--- src/rtl/fp_pkg.sv ---
`default_nettype none
// ============================================================================
// Module   : fp_pkg
// Purpose  : Shared types and constants for the FP multiplier/divider back end.
// Revision : 1.0  initial release
// ============================================================================
package fp_pkg;

    // Width of the signed biased exponent delivered by the upstream datapath
    localparam int EXP_W   = 10;
    // Width of the raw mantissa product/quotient (value = man / 2^46)
    localparam int MAN_W   = 48;
    // Stored fraction width of an IEEE-754 single
    localparam int FRAC_W  = 23;
    // Largest biased exponent value; reaching it means overflow to infinity
    localparam int EXP_MAX = 255;
    // Canonical quiet NaN produced for every NaN result
    localparam logic [31:0] QNAN = 32'h7FC0_0000;

    // Handshake/pipeline sequencing states
    typedef enum logic [1:0] {
        S_IDLE = 2'd0,
        S_NORM = 2'd1,
        S_RND  = 2'd2,
        S_OUT  = 2'd3
    } state_t;

    // IEEE-754 single-precision field layout shared by the FP blocks
    typedef struct packed {
        logic              sign;
        logic [7:0]        exp;
        logic [FRAC_W-1:0] frac;
    } fp_single_t;

endpackage : fp_pkg
`default_nettype wire

--- src/rtl/fp_round_rne.sv ---
`default_nettype none
// ============================================================================
// Module   : fp_round_rne
// Purpose  : Combinational round-to-nearest-even of a 24-bit significand.
// Revision : 1.0  initial release
// ============================================================================
module fp_round_rne
    import fp_pkg::*;
(
    input  logic [FRAC_W:0]   sig,
    input  logic              guard,
    input  logic              sticky,
    output logic [FRAC_W-1:0] frac,
    output logic              carry,
    output logic              inexact
);

    logic inc;

    // Round up above the halfway point, or exactly at it when the LSB is odd;
    // carry flags the all-ones significand wrapping into the next binade.
    always_comb begin
        inc     = guard & (sticky | sig[0]);
        frac    = sig[FRAC_W-1:0] + FRAC_W'(inc);
        carry   = inc & (&sig);
        inexact = guard | sticky;
    end

endmodule : fp_round_rne
`default_nettype wire

--- src/rtl/fp_normalize_pack.sv ---
`default_nettype none
// ============================================================================
// Module   : fp_normalize_pack
// Purpose  : Normalize, round (RNE), range-check and pack an IEEE-754 single
//            from the sign/exponent/mantissa of the FP mul/div datapath.
//            Fixed 4-state sequence, valid/ready on both sides.
// Revision : 1.0  initial release
// ============================================================================
module fp_normalize_pack
    import fp_pkg::*;
(
    input  logic             clk,
    input  logic             arst,
    input  logic             in_valid,
    output logic             in_ready,
    input  logic             in_sign,
    input  logic [EXP_W-1:0] in_exp,
    input  logic [MAN_W-1:0] in_man,
    input  logic             in_zero,
    input  logic             in_inf,
    input  logic             in_nan,
    output logic             out_valid,
    input  logic             out_ready,
    output logic [31:0]      result,
    output logic             ovf,
    output logic             unf,
    output logic             inexact
);

    localparam logic signed [EXP_W:0] E_MAX = $signed((EXP_W+1)'(EXP_MAX));

    state_t state;

    // Operand captured in IDLE
    logic             sign_q;
    logic [EXP_W-1:0] exp_q;
    logic [MAN_W-1:0] man_q;
    logic             zero_q;
    logic             inf_q;
    logic             nan_q;

    // Normalized operand registered in NORM (leading one sits at bit 46)
    logic [MAN_W-2:0]        man_n;
    logic signed [EXP_W:0]   e_n;
    logic                    sticky_n;

    // Normalization datapath
    logic signed [EXP_W:0]   e_in;
    logic [MAN_W-2:0]        norm_man;
    logic signed [EXP_W:0]   norm_e;
    logic                    norm_sticky;

    // Rounding / packing datapath
    logic                    rnd_sticky;
    logic [FRAC_W-1:0]       rnd_frac;
    logic                    rnd_carry;
    logic                    rnd_inexact;
    logic signed [EXP_W:0]   e_fin;
    fp_single_t              pk;
    logic                    pk_ovf;
    logic                    pk_unf;
    logic                    pk_inexact;

    assign in_ready = (state == S_IDLE);
    assign e_in     = {exp_q[EXP_W-1], exp_q};

    // Bring the leading one to bit 46; a bit lost on the right shift joins sticky
    always_comb begin
        norm_man    = man_q[MAN_W-2:0];
        norm_e      = e_in;
        norm_sticky = 1'b0;
        if (man_q[MAN_W-1]) begin
            norm_man    = man_q[MAN_W-1:1];
            norm_e      = e_in + 11'sd1;
            norm_sticky = man_q[0];
        end else if (man_q[MAN_W-2]) begin
            norm_man    = man_q[MAN_W-2:0];
        end else begin
            norm_man    = {man_q[MAN_W-3:0], 1'b0};
            norm_e      = e_in - 11'sd1;
        end
    end

    assign rnd_sticky = (|man_n[21:0]) | sticky_n;

    fp_round_rne u_round (
        .sig     (man_n[46:23]),
        .guard   (man_n[22]),
        .sticky  (rnd_sticky),
        .frac    (rnd_frac),
        .carry   (rnd_carry),
        .inexact (rnd_inexact)
    );

    assign e_fin = e_n + $signed({{EXP_W{1'b0}}, rnd_carry});

    // Range check and pack; special-case flags override with priority nan > inf > zero
    always_comb begin
        pk         = '{sign: sign_q, exp: e_fin[7:0], frac: rnd_frac};
        pk_ovf     = 1'b0;
        pk_unf     = 1'b0;
        pk_inexact = rnd_inexact;
        if (nan_q) begin
            pk         = QNAN;
            pk_inexact = 1'b0;
        end else if (inf_q) begin
            pk         = '{sign: sign_q, exp: 8'hFF, frac: '0};
            pk_inexact = 1'b0;
        end else if (zero_q) begin
            pk         = '{sign: sign_q, exp: 8'h00, frac: '0};
            pk_inexact = 1'b0;
        end else if (e_fin >= E_MAX) begin
            pk         = '{sign: sign_q, exp: 8'hFF, frac: '0};
            pk_ovf     = 1'b1;
            pk_inexact = 1'b1;
        end else if (e_fin <= 11'sd0) begin
            pk         = '{sign: sign_q, exp: 8'h00, frac: '0};
            pk_unf     = 1'b1;
            pk_inexact = 1'b1;
        end
    end

    // Sequencer: capture, normalize, round/pack, then hold until downstream accepts
    always_ff @(posedge clk or posedge arst) begin
        if (arst) begin
            state     <= S_IDLE;
            sign_q    <= 1'b0;
            exp_q     <= '0;
            man_q     <= '0;
            zero_q    <= 1'b0;
            inf_q     <= 1'b0;
            nan_q     <= 1'b0;
            man_n     <= '0;
            e_n       <= '0;
            sticky_n  <= 1'b0;
            out_valid <= 1'b0;
            result    <= 32'h0;
            ovf       <= 1'b0;
            unf       <= 1'b0;
            inexact   <= 1'b0;
        end else begin
            case (state)
                S_IDLE: begin
                    if (in_valid) begin
                        sign_q <= in_sign;
                        exp_q  <= in_exp;
                        man_q  <= in_man;
                        zero_q <= in_zero;
                        inf_q  <= in_inf;
                        nan_q  <= in_nan;
                        state  <= S_NORM;
                    end
                end
                S_NORM: begin
                    man_n    <= norm_man;
                    e_n      <= norm_e;
                    sticky_n <= norm_sticky;
                    state    <= S_RND;
                end
                S_RND: begin
                    result    <= pk;
                    ovf       <= pk_ovf;
                    unf       <= pk_unf;
                    inexact   <= pk_inexact;
                    out_valid <= 1'b1;
                    state     <= S_OUT;
                end
                S_OUT: begin
                    if (out_ready) begin
                        out_valid <= 1'b0;
                        state     <= S_IDLE;
                    end
                end
                default: state <= S_IDLE;
            endcase
        end
    end

endmodule : fp_normalize_pack
`default_nettype wire
--- config.mk ---
export PLATFORM = sky130hd
export DESIGN_NAME = fp_normalize_pack
export DESIGN_NICKNAME = d
export VERILOG_FILES = /design/src/rtl/fp_pkg.sv /design/src/rtl/fp_round_rne.sv /design/src/rtl/fp_normalize_pack.sv
export SDC_FILE = /design/constraint.sdc
export NUM_CORES = 1
export LEC_CHECK = 0
export BUFFER_PORTS_ARGS = -buffer_cell sky130_fd_sc_hd__buf_2
export CORE_AREA = 5 5 198 104
export CTS_CLUSTER_DIAMETER = 80
export DETAILED_ROUTE_END_ITERATION = 7
export DIE_AREA = 0 0 203 109
export PLACE_DENSITY = 0.71
export SYNTH_ARGS = -nofsm -noshare
export SYNTH_HDL_FRONTEND = slang
export SYNTH_SLANG_ARGS = --single-unit
export TNS_END_PERCENT = 10
--- constraint.sdc ---
create_clock -name clk -period 6.1 [get_ports clk]
set_input_delay 0 -clock clk [delete_from_list [all_inputs] [get_ports clk]]
set_output_delay 0 -clock clk [all_outputs]
set_load 0.005 [all_outputs]
==> reports/results.tsv, run 1 <==
stage	metric	value	unit
clock_tree	clock transition at the registers of the reported paths	0.06	ns
finish	area occupied by registers	3981	um^2
worst_setup_path	Slowest-stage cell, CP	sky130_fd_sc_hd__o21ai_2	
sta	number of failing hold endpoints at the final stage	0	
drt	first drt pass iteration count	5	
global_routing	vias in the first global route	6029	
floorplanning	Die Area	22130	um^2
power_and_ir_drop	P per Cell Area	508.6	nW/um^2
worst_setup_path	required time of the critical path	6.36	ns
synthesis	mean instance size in the synthesized netlist	10.89	um^2
clock_tree	TritonCTS clock tree	yes	
synthesis	number of warnings issued by yosys	0	
drt	WL final	19690	um
synthesis	Post-Syn Nets	836	
clock_tree	Sinks on Clock Net	159	
worst_setup_path	count of buffer and inverter cells on the critical path	0	
global_routing	total congestion overflow	0	
synthesis	distinct cell type count after synthesis	58	
sta	unrepaired setup endpoints after global routing	false	
finish	net count reported at finish	978	
clock_tree	maximum number of buffers from clock root to sink	2	
placed_design	total placed instance area	8920	um^2
drt	number of remaining DRC errors	0	
sta	Worst-Margin Slew	1.050	ns
floorplanning	area of the core region	18870	um^2
synthesis	#FFs+latches synth	159	
drt	remaining number of nets flagged by the antenna check after routing	0	
global_routing	overall track demand over capacity in global routing	18.69	%
worst_setup_path	critical path data arrival time	4.31	ns
power_and_ir_drop	leakage power of the design	0.004490	uW
floorplanning	initial core utilization	43.85	%
finish	Filler Cell Count	1653	
sta	Max Freq	247.0	MHz
sta	final number of max-transition violations	0	
worst_setup_path	cell occurring most often along the worst timing path	sky130_fd_sc_hd__ha_1	
worst_setup_path	maximum net fanout on the critical path	22	
clock_tree	cell chosen for the clock root	sky130_fd_sc_hd__clkbuf_16	
sta	post-route fraction of the period consumed by the critical path	66.38	%
sta	Final setup violation count	0	
synthesis	Synth Flop Type	sky130_fd_sc_hd__dfrtp_1	
global_routing	initial antenna violation count	1	
status	result of the run	finished, final reports clean	
finish	share of final-layout standard cells stronger than drive strength 1	29.43	%
clock_tree	number of CTS-inserted buffers	17	
floorplanning	die outline height	109	um
floorplanning	Die Width	203	um
power_and_ir_drop	worst voltage drop across the vdd grid	0.2703	mV
finish	area of all placed cells without fillers	10140	um^2
synthesis	post-synth design cell area	8277	um^2
worst_setup_path	Setup crit start kind	flip-flop	
worst_setup_path	slowest cell delay on critical path	0.82	ns
min_path	min-delay worst type	in2async	
sta	Max Clock Skew	0.008983	ns
drt	Vias	6241	
clock_tree	clock latency at the later pin of the worst-skew pair	0.43	ns
clock_tree	number of gates resized after CTS	0	
sta	Total Neg Setup Slack	0	ns
drt	average via count per standard cell	5.371	
synthesis	Post-synth EDFFs	0	
worst_setup_path	Worst Setup Path Type	reg2reg	
global_routing	maximum number of pins on one net before global-route repair	102	
placed_design	sum of net half-perimeters after detailed placement	13420	um
sta	fin crit period	4.049	ns
finish	area occupied by multi-input gates	3983	um^2
worst_setup_path	sequence of cells on the critical path	nand4_1 -> or3_1 -> nor4_1 -> ha_1 -> ha_1 -> nand3_1 -> or2_2 -> o32a_1 -> o21ai_2 -> o32ai_1	
floorplanning	count of pins on the block boundary	103	
sta	worst slew margin relative to its limit	30.00	%
finish	area growth from synthesis to layout	22.49	%
drt	DR iter-0 viols	501	
sta	worst hold margin	0.2976	ns
floorplanning	Row Count	36	
global_routing	first-pass GRT wire length	32930	um
synthesis	post-synthesis cell count	760	
worst_setup_path	crit end category	flip-flop	
job	max-cap violation count	0	
placed_design	gpl congestion	0.9073	
synthesis	share of the yosys chip area belonging to registers	48.07	%
clock_tree	H-tree depth reported by CTS	4	
synthesis	FFs w/ async S/R, synth	100.0	%
placed_design	IO buf count	102	
worst_setup_path	cell type group with the largest total delay on the critical path	simple AND/OR/NAND/NOR gates	
drt	average wire per cell in the routed design	16.95	um
## layout by cell type, fill, tap and decap left out, drive strengths merged, types with 2 or more instances in the layout
| cell | n |
|---|---|
| o21ai | 65 |
| o31ai | 18 |
| nand3 | 23 |
| a21oi | 7 |
| or3 | 3 |
| nor2 | 24 |
| o22ai | 4 |
| a22o | 3 |
| bufinv | 2 |
| clkinv | 3 |
| dlygate4sd3 | 65 |
| and4 | 4 |
| clkbuf | 21 |
| inv | 24 |
| or4 | 3 |
| xor2 | 15 |
| nor2b | 3 |
| nor3 | 11 |
| mux2i | 48 |
| o32a | 3 |
| nand4 | 14 |
| clkinvlp | 6 |
| nor4 | 6 |
| a31oi | 2 |
| nand2b | 2 |
| xnor2 | 24 |
| or2 | 3 |
| and3 | 9 |
| mux2 | 113 |
| o32ai | 7 |
| o21a | 2 |
| dfrtp | 159 |
| buf | 107 |
| ha | 10 |
| a22oi | 3 |
| nand2 | 87 |
## synth_stat cells, types with 2 or more instances
cell,count,area [um^2]
sky130_fd_sc_hd__o21ai_0,62,310.3
sky130_fd_sc_hd__nor3_1,9,45.04
sky130_fd_sc_hd__o31ai_1,17,127.6
sky130_fd_sc_hd__inv_1,24,90.09
sky130_fd_sc_hd__buf_1,4,15.01
sky130_fd_sc_hd__and4_1,4,35.03
sky130_fd_sc_hd__ha_1,10,125.1
sky130_fd_sc_hd__and3_1,9,56.30
sky130_fd_sc_hd__o32ai_1,5,43.79
sky130_fd_sc_hd__nand2b_1,2,12.51
sky130_fd_sc_hd__nand3_1,22,110.1
sky130_fd_sc_hd__o21ai_1,2,10.01
sky130_fd_sc_hd__a31oi_1,2,12.51
sky130_fd_sc_hd__o21a_1,2,15.01
sky130_fd_sc_hd__or2_2,3,18.77
sky130_fd_sc_hd__nand4_1,13,81.33
sky130_fd_sc_hd__nor2b_1,3,18.77
sky130_fd_sc_hd__nor2_1,23,86.33
sky130_fd_sc_hd__a22oi_1,3,22.52
sky130_fd_sc_hd__o32ai_2,2,32.53
sky130_fd_sc_hd__a21oi_1,6,30.03
sky130_fd_sc_hd__or4_1,2,15.01
sky130_fd_sc_hd__clkbuf_1,28,105.1
sky130_fd_sc_hd__dfrtp_1,159,3979
sky130_fd_sc_hd__o22ai_1,4,25.02
sky130_fd_sc_hd__xor2_1,15,131.4
sky130_fd_sc_hd__buf_4,6,45.04
sky130_fd_sc_hd__mux2_2,113,1272
sky130_fd_sc_hd__a22o_1,3,26.28
sky130_fd_sc_hd__or3_1,3,18.77
sky130_fd_sc_hd__buf_2,9,45.04
sky130_fd_sc_hd__xnor2_1,24,210.2
sky130_fd_sc_hd__nor4_1,6,37.54
sky130_fd_sc_hd__o32a_1,3,30.03
sky130_fd_sc_hd__nor3_4,2,32.53
sky130_fd_sc_hd__nand2_1,87,326.6
sky130_fd_sc_hd__mux2i_1,48,480.5
## tightest hold or removal path, stage by stage
cell	delay, ns
sky130_fd_sc_hd__dlygate4sd3_1	0.53
sky130_fd_sc_hd__buf_2	0.14
sky130_fd_sc_hd__inv_6	0.57
## final timing paths
| check | start | to | slack [ns] | cells after the start |
|---|---|---|---|---|
| setup reg to reg | man_n[37] | result[7] | 2.05 | 10 |
| hold reg to reg | result[19] | result[19] | 0.48 | 2 |
| max in group asynchronous | arst | man_q[47] | 4.36 | 4 |
| setup / recovery | man_n[37] | result[7] | 2.05 | 10 |
| hold / removal | arst | man_q[31] | 0.30 | 3 |
| min in group clk | in_man[19] | man_q[19] | 0.33 | 3 |
## state kept, by name, summed over array words and instances, names as in the netlist
signal	count
e_n	11
exp_q	10
inexact	1
inf_q	1
man_n	47
man_q	48
nan_q	1
out_valid	1
ovf	1
result	32
sign_q	1
state	2
sticky_n	1
unf	1
zero_q	1
## final cells by class
class / instances / share of cell area (%)
Timing Repair Buffer: 172 / 11.82
Tap cell: 247 / 3.048
Clock buffer: 21 / 4.443
Inverter: 25 / 0.9749
Multi-Input combinational cell: 527 / 39.28
Sequential cell: 159 / 39.27
Clock inverter: 10 / 1.135
Antenna cell: 1 / 0.02468
## metrics by stage
| step | total power, uW | std cells | setup WS, ns | util, % |
|---|---|---|---|---|
| 3_5_place_dp | 4082 | 1065 | 2.142 | 47.26 |
| 5_1_grt | 5539 | 1162 | 1.814 | 53.72 |
| 3_3_place_gp | 4005 | 1065 | 2.311 | 47.26 |
| 6_report | 5156 | 1162 | 2.051 | 53.72 |
| 4_1_cts | 5178 | 1161 | 2.093 | 53.71 |
| 2_1_floorplan | 3556 | 760 | 1.808 | - |
## kinds of logic (layout without fill, tap and decap cells)
family          after synthesis  in the layout  synth area share [%]
fa+ha+maj                    10             10                 1.512
flops                       159            159                 48.07
buf+inv                      74            228                 3.870
other cells                   0              1                     0
compound gates              121            121                 9.509
mux                         161            161                 21.18
xor+xnor                     39             39                 4.127
simple gates                196            196                 11.73
## routing by layer
metal / vias to the layer above / global-route usage (%) / wire length [um]
li1: 3010 / - / -
met3: 17 / 4.398 / 1336
met1: 3015 / 29.75 / 10500
met4: 0 / 4.114 / 158
met2: 199 / 25.50 / 7703
met5: - / 0 / 0
## where the power goes
part           internal (uW)  total, uW  switching [uW]
Clock                    609       1050             436
Combinational           1040       2040            1000
Sequential              1530       2070             533
Total                   3190       5160            1970
## timing repair
item                      in CTS  in global routing
hold endpoints to repair     156                  0
hold buffers                  65                  0
buffers inserted               0                  0
No activity file was read; power rests on OpenSTA's default activity.
==> run 2, diff against run 1 <==
==> constraint.sdc (replaced) <==
create_clock -name clk -period 3.9 [get_ports clk]
set_input_delay 0 -clock clk [delete_from_list [all_inputs] [get_ports clk]]
set_output_delay 0 -clock clk [all_outputs]
set_load 0.005 [all_outputs]
==> reports/results.tsv, run 2 (synthesis results as in run 1) <==
stage	metric	value	unit	change
drt	average via count per standard cell	5.332		-0.72%
sta	worst slew margin relative to its limit	38.92	%	+8.9 points
placed_design	gpl congestion	0.8944		-1.4%
global_routing	overall track demand over capacity in global routing	18.63	%	-0.066 points
sta	Worst-Margin Slew	0.9162	ns	-0.1336 ns
worst_setup_path	slowest cell delay on critical path	0.46	ns	-0.36 ns
finish	registers with the most flip-flops	man_q: 48 flops, man_n: 47 flops, result: 32 flops		
power_and_ir_drop	sequential fraction of design power	40.4	%	+0.3 points
job	max-cap violation count	0		unchanged
drt	Vias	6223		-0.29%
placed_design	total placed instance area	8946	um^2	+0.29%
power_and_ir_drop	leakage power of the design	0.004535	uW	+1.0%
finish	area of all placed cells without fillers	10230	um^2	+0.86%
worst_setup_path	Worst Setup Path Type	reg2reg		
finish	area occupied by multi-input gates	4020	um^2	+0.94%
clock_tree	clock transition at the registers of the reported paths	0.06	ns	about the same
global_routing	Most Crowded Layer GR	met1		
floorplanning	Die Width	203	um	unchanged
worst_setup_path	Slowest-stage cell, CP	sky130_fd_sc_hd__or3_1		
finish	commonest non-fill, non-tap cell in the layout	sky130_fd_sc_hd__dfrtp_1		
placed_design	sum of net half-perimeters after detailed placement	13620	um	+1.5%
sta	unrepaired setup endpoints after global routing	true		
power_and_ir_drop	Net Switching	3132	uW	+59%
floorplanning	count of pins on the block boundary	103		unchanged
power_and_ir_drop	internal power consumption	5001	uW	+57%
drt	DR iter-0 viols	504		+0.60%
sta	Final setup violation count	0		unchanged
power_and_ir_drop	Power, Total	8133	uW	+58%
drt	first drt pass iteration count	5		unchanged
finish	net count reported at finish	982		+0.41%
worst_setup_path	critical path data arrival time	4.00	ns	-0.31 ns
power_and_ir_drop	worst voltage drop across the vdd grid	0.3491	mV	+29%
clock_tree	Sinks on Clock Net	159		unchanged
drt	average wire per cell in the routed design	17.14	um	+1.1%
floorplanning	initial core utilization	43.85	%	unchanged
global_routing	first-pass GRT wire length	33020	um	+0.27%
power_and_ir_drop	combinational cell fraction of total power	39.2	%	-0.4 points
floorplanning	die outline height	109	um	unchanged
power_and_ir_drop	P per Cell Area	795.3	nW/um^2	+56%
finish	Filler Cell Count	1649		-0.24%
clock_tree	cell chosen for the clock root	sky130_fd_sc_hd__clkbuf_16		
finish	area occupied by registers	3981	um^2	unchanged
clock_tree	TritonCTS clock tree	yes		
sta	final number of max-transition violations	0		unchanged
global_routing	met2 Use GR	25.62	%	+0.12 points
global_routing	initial antenna violation count	1		unchanged
global_routing	total congestion overflow	0		unchanged
finish	share of final-layout standard cells stronger than drive strength 1	30.36	%	+0.93 points
status	result of the run	finished, final reports clean		
sta	fin crit period	3.741	ns	-0.3078 ns
finish	number of flip-flops in the largest register	48		unchanged
global_routing	maximum number of pins on one net before global-route repair	160		+57%
finish	Top reg by flops	man_q		
clock_tree	clock latency at the later pin of the worst-skew pair	0.43	ns	about the same
global_routing	vias in the first global route	6149		+2.0%
finish	utilization after layout	54.18	%	+0.46 points
worst_setup_path	required time of the critical path	4.15	ns	-2.21 ns
placed_design	pre-CTS setup slack	-0.2249	ns	-2.367 ns
worst_setup_path	maximum net fanout on the critical path	11		-50%
drt	WL final	20000	um	+1.6%
clock_tree	H-tree depth reported by CTS	4		unchanged
worst_setup_path	crit end category	flip-flop		
floorplanning	Die Area	22130	um^2	unchanged
clock_tree	number of CTS-inserted buffers	17		unchanged
finish	area growth from synthesis to layout	23.55	%	
power_and_ir_drop	switching share of total power	38.50	%	+0.29 points
power_and_ir_drop	part of the power in the clock network	20.4	%	about the same
worst_setup_path	sequence of cells on the critical path	nand4_1 -> or3_1 -> nor4_1 -> ha_1 -> ha_2 -> nand3_1 -> or2_2 -> o32a_1 -> o21ai_4 -> o32ai_1		
min_path	min-delay worst type	in2async		
drt	remaining number of nets flagged by the antenna check after routing	0		unchanged
sta	post-route fraction of the period consumed by the critical path	95.93	%	+30 points
floorplanning	area of the core region	18870	um^2	unchanged
floorplanning	Row Count	36		unchanged
drt	number of remaining DRC errors	0		unchanged
sta	Max Clock Skew	0.01304	ns	+0.004059 ns
finish	leading cell types in the layout, fill and taps excluded	sky130_fd_sc_hd__dfrtp_1, sky130_fd_sc_hd__mux2_2, sky130_fd_sc_hd__buf_2		
worst_setup_path	Setup crit start kind	flip-flop		
global_routing	met3 layer usage reported by global route	3.982	%	-0.42 points
placed_design	IO buf count	102		unchanged
sta	Max Freq	267.3	MHz	+8.2%
sta	slack of the critical path	0.1587	ns	-1.892 ns
clock_tree	maximum number of buffers from clock root to sink	2		unchanged
sta	Total Neg Setup Slack	0	ns	unchanged
global_routing	met1 layer usage reported by global route	29.75	%	about the same
sta	number of failing hold endpoints at the final stage	0		unchanged
[run 2: cell count changes in the layout (fill, tap and decap cells not counted), moves of 2 or more]
cell                         delta
sky130_fd_sc_hd__clkbuf_1       -2
sky130_fd_sc_hd__buf_4          +2
sky130_fd_sc_hd__o21ai_4        +2
sky130_fd_sc_hd__clkinv_2       +2
sky130_fd_sc_hd__clkinv_4       +3
sky130_fd_sc_hd__clkinvlp_4     -3
[run 2: worst paths after layout]
check	slack (ns)	startpoint	endpoint	cells after the start
worst max-delay path	0.16	man_n[37]	result[11]	10
worst min-delay path	0.31	arst	man_q[32]	4
worst max register to register	0.16	man_n[37]	result[11]	10
worst min register to register	0.48	result[8]	result[8]	2
max in group asynchronous	2.79	arst	man_q[46]	4
min in group clk	0.33	out_ready	out_valid	3
[run 2: cell type report]
cell class	count	share of cell area, %
sequential	159	38.93
timing repair buffer	175	12.06
clock inverter	13	1.358
antenna	1	0.02447
multi-input combinational	528	39.31
clock buffer	19	4.331
tap	247	3.022
inverter	25	0.9544
[run 2: what timing repair did]
item | CTS | global route
resized for setup | 3 | 2
buffers inserted | 0 | 1
cloned | 0 | 1
hold endpoints to repair | 223 | 0
pin swaps | 0 | 2
endpoints found under the setup margin | 22 | 30
hold buffers | 65 | 0
[run 2: layer usage]
layer	up-vias	routed length [um]
li1	3007	-
met1	3022	10630
met2	180	7940
met3	14	1286
met4	0	141
met5	-	0
[run 2: power by group through the flow]
stage | sequential [uW] | clock (uW) | combinational, uW
finish | 3290 | 1660 | 3190
global placement | 3250 | 0 | 3030
global route | 3410 | 1760 | 3560
CTS | 3270 | 1690 | 3180
detailed placement | 3290 | 0 | 3100
floorplan | 2910 | 0 | 2650
[run 2: per-stage QoR]
step	cells	hold slack (ns)
after floorplan	760	0.1086
after global placement	1067	0.2223
after detailed placement	1067	0.2236
after CTS	1164	0.3055
after global routing	1167	0.3405
final	1167	0.3138
[run 2: worst max-delay path: cells and delay by family, from the launching register on]
family                     cells  cell delay (ns)
AOI/OAI and AO/OA              3             0.87
adders and majority gates      2             0.72
DFF                            1             0.44
and+or+nand+nor                5             1.53
==> run 3, diff against run 2 <==
--- a/config.mk
+++ b/config.mk
@@ -11,6 +11,7 @@
 export DETAILED_ROUTE_END_ITERATION = 7
 export DIE_AREA = 0 0 203 109
 export PLACE_DENSITY = 0.71
+export SETUP_SLACK_MARGIN = 0.2
 export SYNTH_ARGS = -nofsm -noshare
 export SYNTH_HDL_FRONTEND = slang
 export SYNTH_SLANG_ARGS = --single-unit
==> reports/results.tsv, run 3 (synthesis results as in run 1) <==
stage	metric	value	unit	change
power_and_ir_drop	switching share of total power	38.52	%	about the same
power_and_ir_drop	part of the power in the clock network	20.4	%	about the same
floorplanning	count of pins on the block boundary	103		unchanged
sta	worst slew margin relative to its limit	39.42	%	+0.50 points
clock_tree	clock transition at the registers of the reported paths	0.07	ns	about the same
drt	remaining number of nets flagged by the antenna check after routing	0		unchanged
power_and_ir_drop	Power, Total	8149	uW	+0.20%
sta	Worst-Margin Slew	0.9087	ns	-0.007531 ns
sta	number of failing hold endpoints at the final stage	0		unchanged
finish	area growth from synthesis to layout	24.11	%	
power_and_ir_drop	P per Cell Area	793.3	nW/um^2	-0.25%
global_routing	first-pass GRT wire length	33310	um	+0.88%
worst_setup_path	crit end category	flip-flop		
worst_setup_path	source of the worst register-to-register timing path	man_n[37]		
power_and_ir_drop	sequential fraction of design power	40.4	%	about the same
global_routing	maximum number of pins on one net before global-route repair	160		unchanged
worst_setup_path	Worst Setup Path Type	reg2reg		
power_and_ir_drop	combinational cell fraction of total power	39.2	%	about the same
worst_setup_path	critical path data arrival time	3.74	ns	-0.26 ns
drt	DR iter-0 viols	518		+2.8%
drt	average wire per cell in the routed design	17.19	um	+0.28%
placed_design	total placed instance area	8946	um^2	unchanged
worst_setup_path	timing startpoint of the critical path	man_n[37]		
worst_setup_path	worst setup path endpoint	result[11]		
finish	leading cell types in the layout, fill and taps excluded	sky130_fd_sc_hd__dfrtp_1, sky130_fd_sc_hd__mux2_2, sky130_fd_sc_hd__buf_2		
clock_tree	clock latency at the later pin of the worst-skew pair	0.43	ns	about the same
global_routing	vias in the first global route	6180		+0.50%
floorplanning	Row Count	36		unchanged
drt	Vias	6258		+0.56%
clock_tree	cell chosen for the clock root	sky130_fd_sc_hd__clkbuf_16		
sta	post-route fraction of the period consumed by the critical path	88.09	%	-7.8 points
clock_tree	maximum number of buffers from clock root to sink	2		unchanged
worst_setup_path	register-to-register setup slack	0.46	ns	+0.31 ns
floorplanning	Die Width	203	um	unchanged
worst_setup_path	required time of the critical path	4.21	ns	+0.06 ns
finish	Top reg by flops	man_q		
drt	number of remaining DRC errors	0		unchanged
drt	first drt pass iteration count	5		unchanged
placed_design	IO buf count	102		unchanged
sta	Max Freq	291.1	MHz	+8.9%
power_and_ir_drop	internal power consumption	5010	uW	+0.18%
global_routing	overall track demand over capacity in global routing	18.81	%	+0.18 points
power_and_ir_drop	worst voltage drop across the vdd grid	0.3521	mV	+0.86%
placed_design	sum of net half-perimeters after detailed placement	13620	um	unchanged
sta	Final setup violation count	0		unchanged
finish	share of final-layout standard cells stronger than drive strength 1	30.73	%	+0.37 points
clock_tree	H-tree depth reported by CTS	4		unchanged
clock_tree	Sinks on Clock Net	159		unchanged
floorplanning	Die Area	22130	um^2	unchanged
worst_setup_path	Setup crit start kind	flip-flop		
job	max-cap violation count	0		unchanged
global_routing	initial antenna violation count	1		unchanged
finish	net count reported at finish	984		+0.20%
status	result of the run	finished, final reports clean		
clock_tree	number of CTS-inserted buffers	17		unchanged
sta	Max Clock Skew	0.01119	ns	-0.001849 ns
drt	WL final	20090	um	+0.45%
finish	registers with the most flip-flops	man_q: 48 flops, man_n: 47 flops, result: 32 flops		
finish	area of all placed cells without fillers	10270	um^2	+0.45%
power_and_ir_drop	Net Switching	3139	uW	+0.24%
power_and_ir_drop	leakage power of the design	0.004549	uW	+0.31%
sta	final number of max-transition violations	0		unchanged
worst_setup_path	endpoint of the worst-slack reg-to-reg timing path	result[11]		
worst_setup_path	maximum net fanout on the critical path	11		unchanged
placed_design	gpl congestion	0.8944		unchanged
floorplanning	area of the core region	18870	um^2	unchanged
global_routing	total congestion overflow	0		unchanged
sta	unrepaired setup endpoints after global routing	false		
worst_setup_path	depth of the most critical reg-to-reg path	12		+2
finish	commonest non-fill, non-tap cell in the layout	sky130_fd_sc_hd__dfrtp_1		
floorplanning	initial core utilization	43.85	%	unchanged
drt	average via count per standard cell	5.353		+0.39%
sta	fin crit period	3.436	ns	-0.3056 ns
clock_tree	TritonCTS clock tree	yes		
finish	number of flip-flops in the largest register	48		unchanged
min_path	min-delay worst type	in2async		
floorplanning	die outline height	109	um	unchanged
==> run 3: critical path, cell delays in order, from the launching register on <==
cell	delay (ns)
sky130_fd_sc_hd__dfrtp_1	0.44
sky130_fd_sc_hd__nand4_1	0.19
sky130_fd_sc_hd__or3_1	0.44
sky130_fd_sc_hd__nor4_2	0.30
sky130_fd_sc_hd__ha_2	0.33
sky130_fd_sc_hd__ha_4	0.22
sky130_fd_sc_hd__and3_1	0.22
sky130_fd_sc_hd__a41oi_1	0.26
sky130_fd_sc_hd__nor3b_2	0.22
sky130_fd_sc_hd__buf_4	0.17
sky130_fd_sc_hd__o21ai_4	0.07
sky130_fd_sc_hd__buf_12	0.15
sky130_fd_sc_hd__o32ai_1	0.29
==> run 3: through the flow <==
| step | setup slack [ns] | cells | setup TNS [ns] | hold WS [ns] | utilization (%) |
|---|---|---|---|---|---|
| after detailed placement | -0.2249 | 1067 | -3.747 | 0.2236 | 47.40 |
| final | 0.4643 | 1169 | 0 | 0.3145 | 54.43 |
| after global placement | 0.05999 | 1067 | 0 | 0.2223 | 47.40 |
| after global routing | 0.2914 | 1169 | 0 | 0.3405 | 54.43 |
| after CTS | 0.2089 | 1167 | 0 | 0.3055 | 54.25 |
| after floorplan | 0.8421 | 760 | 0 | 0.1086 | - |
==> run 3: metal layers <==
layer / part of all wire [%] / global-route usage [%]
met5: 0 / 0
met1: 53 / 29.87
met3: 6.1 / 4.339
met2: 40 / 25.81
met4: 0.69 / 4.066
==> run 3: power by group through the flow <==
stage / sequential, uW / clock, uW / combinational (uW)
floorplan: 2910 / 0 / 2650
global placement: 3250 / 0 / 3030
detailed placement: 3290 / 0 / 3100
CTS: 3270 / 1690 / 3200
global route: 3420 / 1760 / 3570
finish: 3290 / 1660 / 3200
==> run 3: worst min-delay path by stage <==
stage | from | endpoint | cells past startpoint
final | arst | man_q[32] | 4
after global routing | out_ready | out_valid | 3
after detailed placement | out_ready | out_valid | 2
after CTS | out_ready | out_valid | 3
after global placement | out_ready | out_valid | 2
after floorplan | out_ready | out_valid | 1
==> run 3: cell type report <==
| class | instances | area [um^2] |
|---|---|---|
| Antenna cell | 1 | 2.502 |
| Clock buffer | 19 | 442.9 |
| Clock inverter | 13 | 138.9 |
| Fill cell | 1649 | 8601 |
| Inverter | 25 | 97.59 |
| Multi-Input combinational cell | 528 | 4039 |
| Sequential cell | 159 | 3981 |
| Tap cell | 247 | 309.0 |
| Timing Repair Buffer | 177 | 1261 |
==> run 3: timing repair <==
item	CTS	global route
hold buffers	65	0
gates resized for setup	4	4
hold endpoints to repair	223	0
buffers inserted	2	1
setup endpoints to repair	30	34
pin swaps	2	1
cloned	1	0
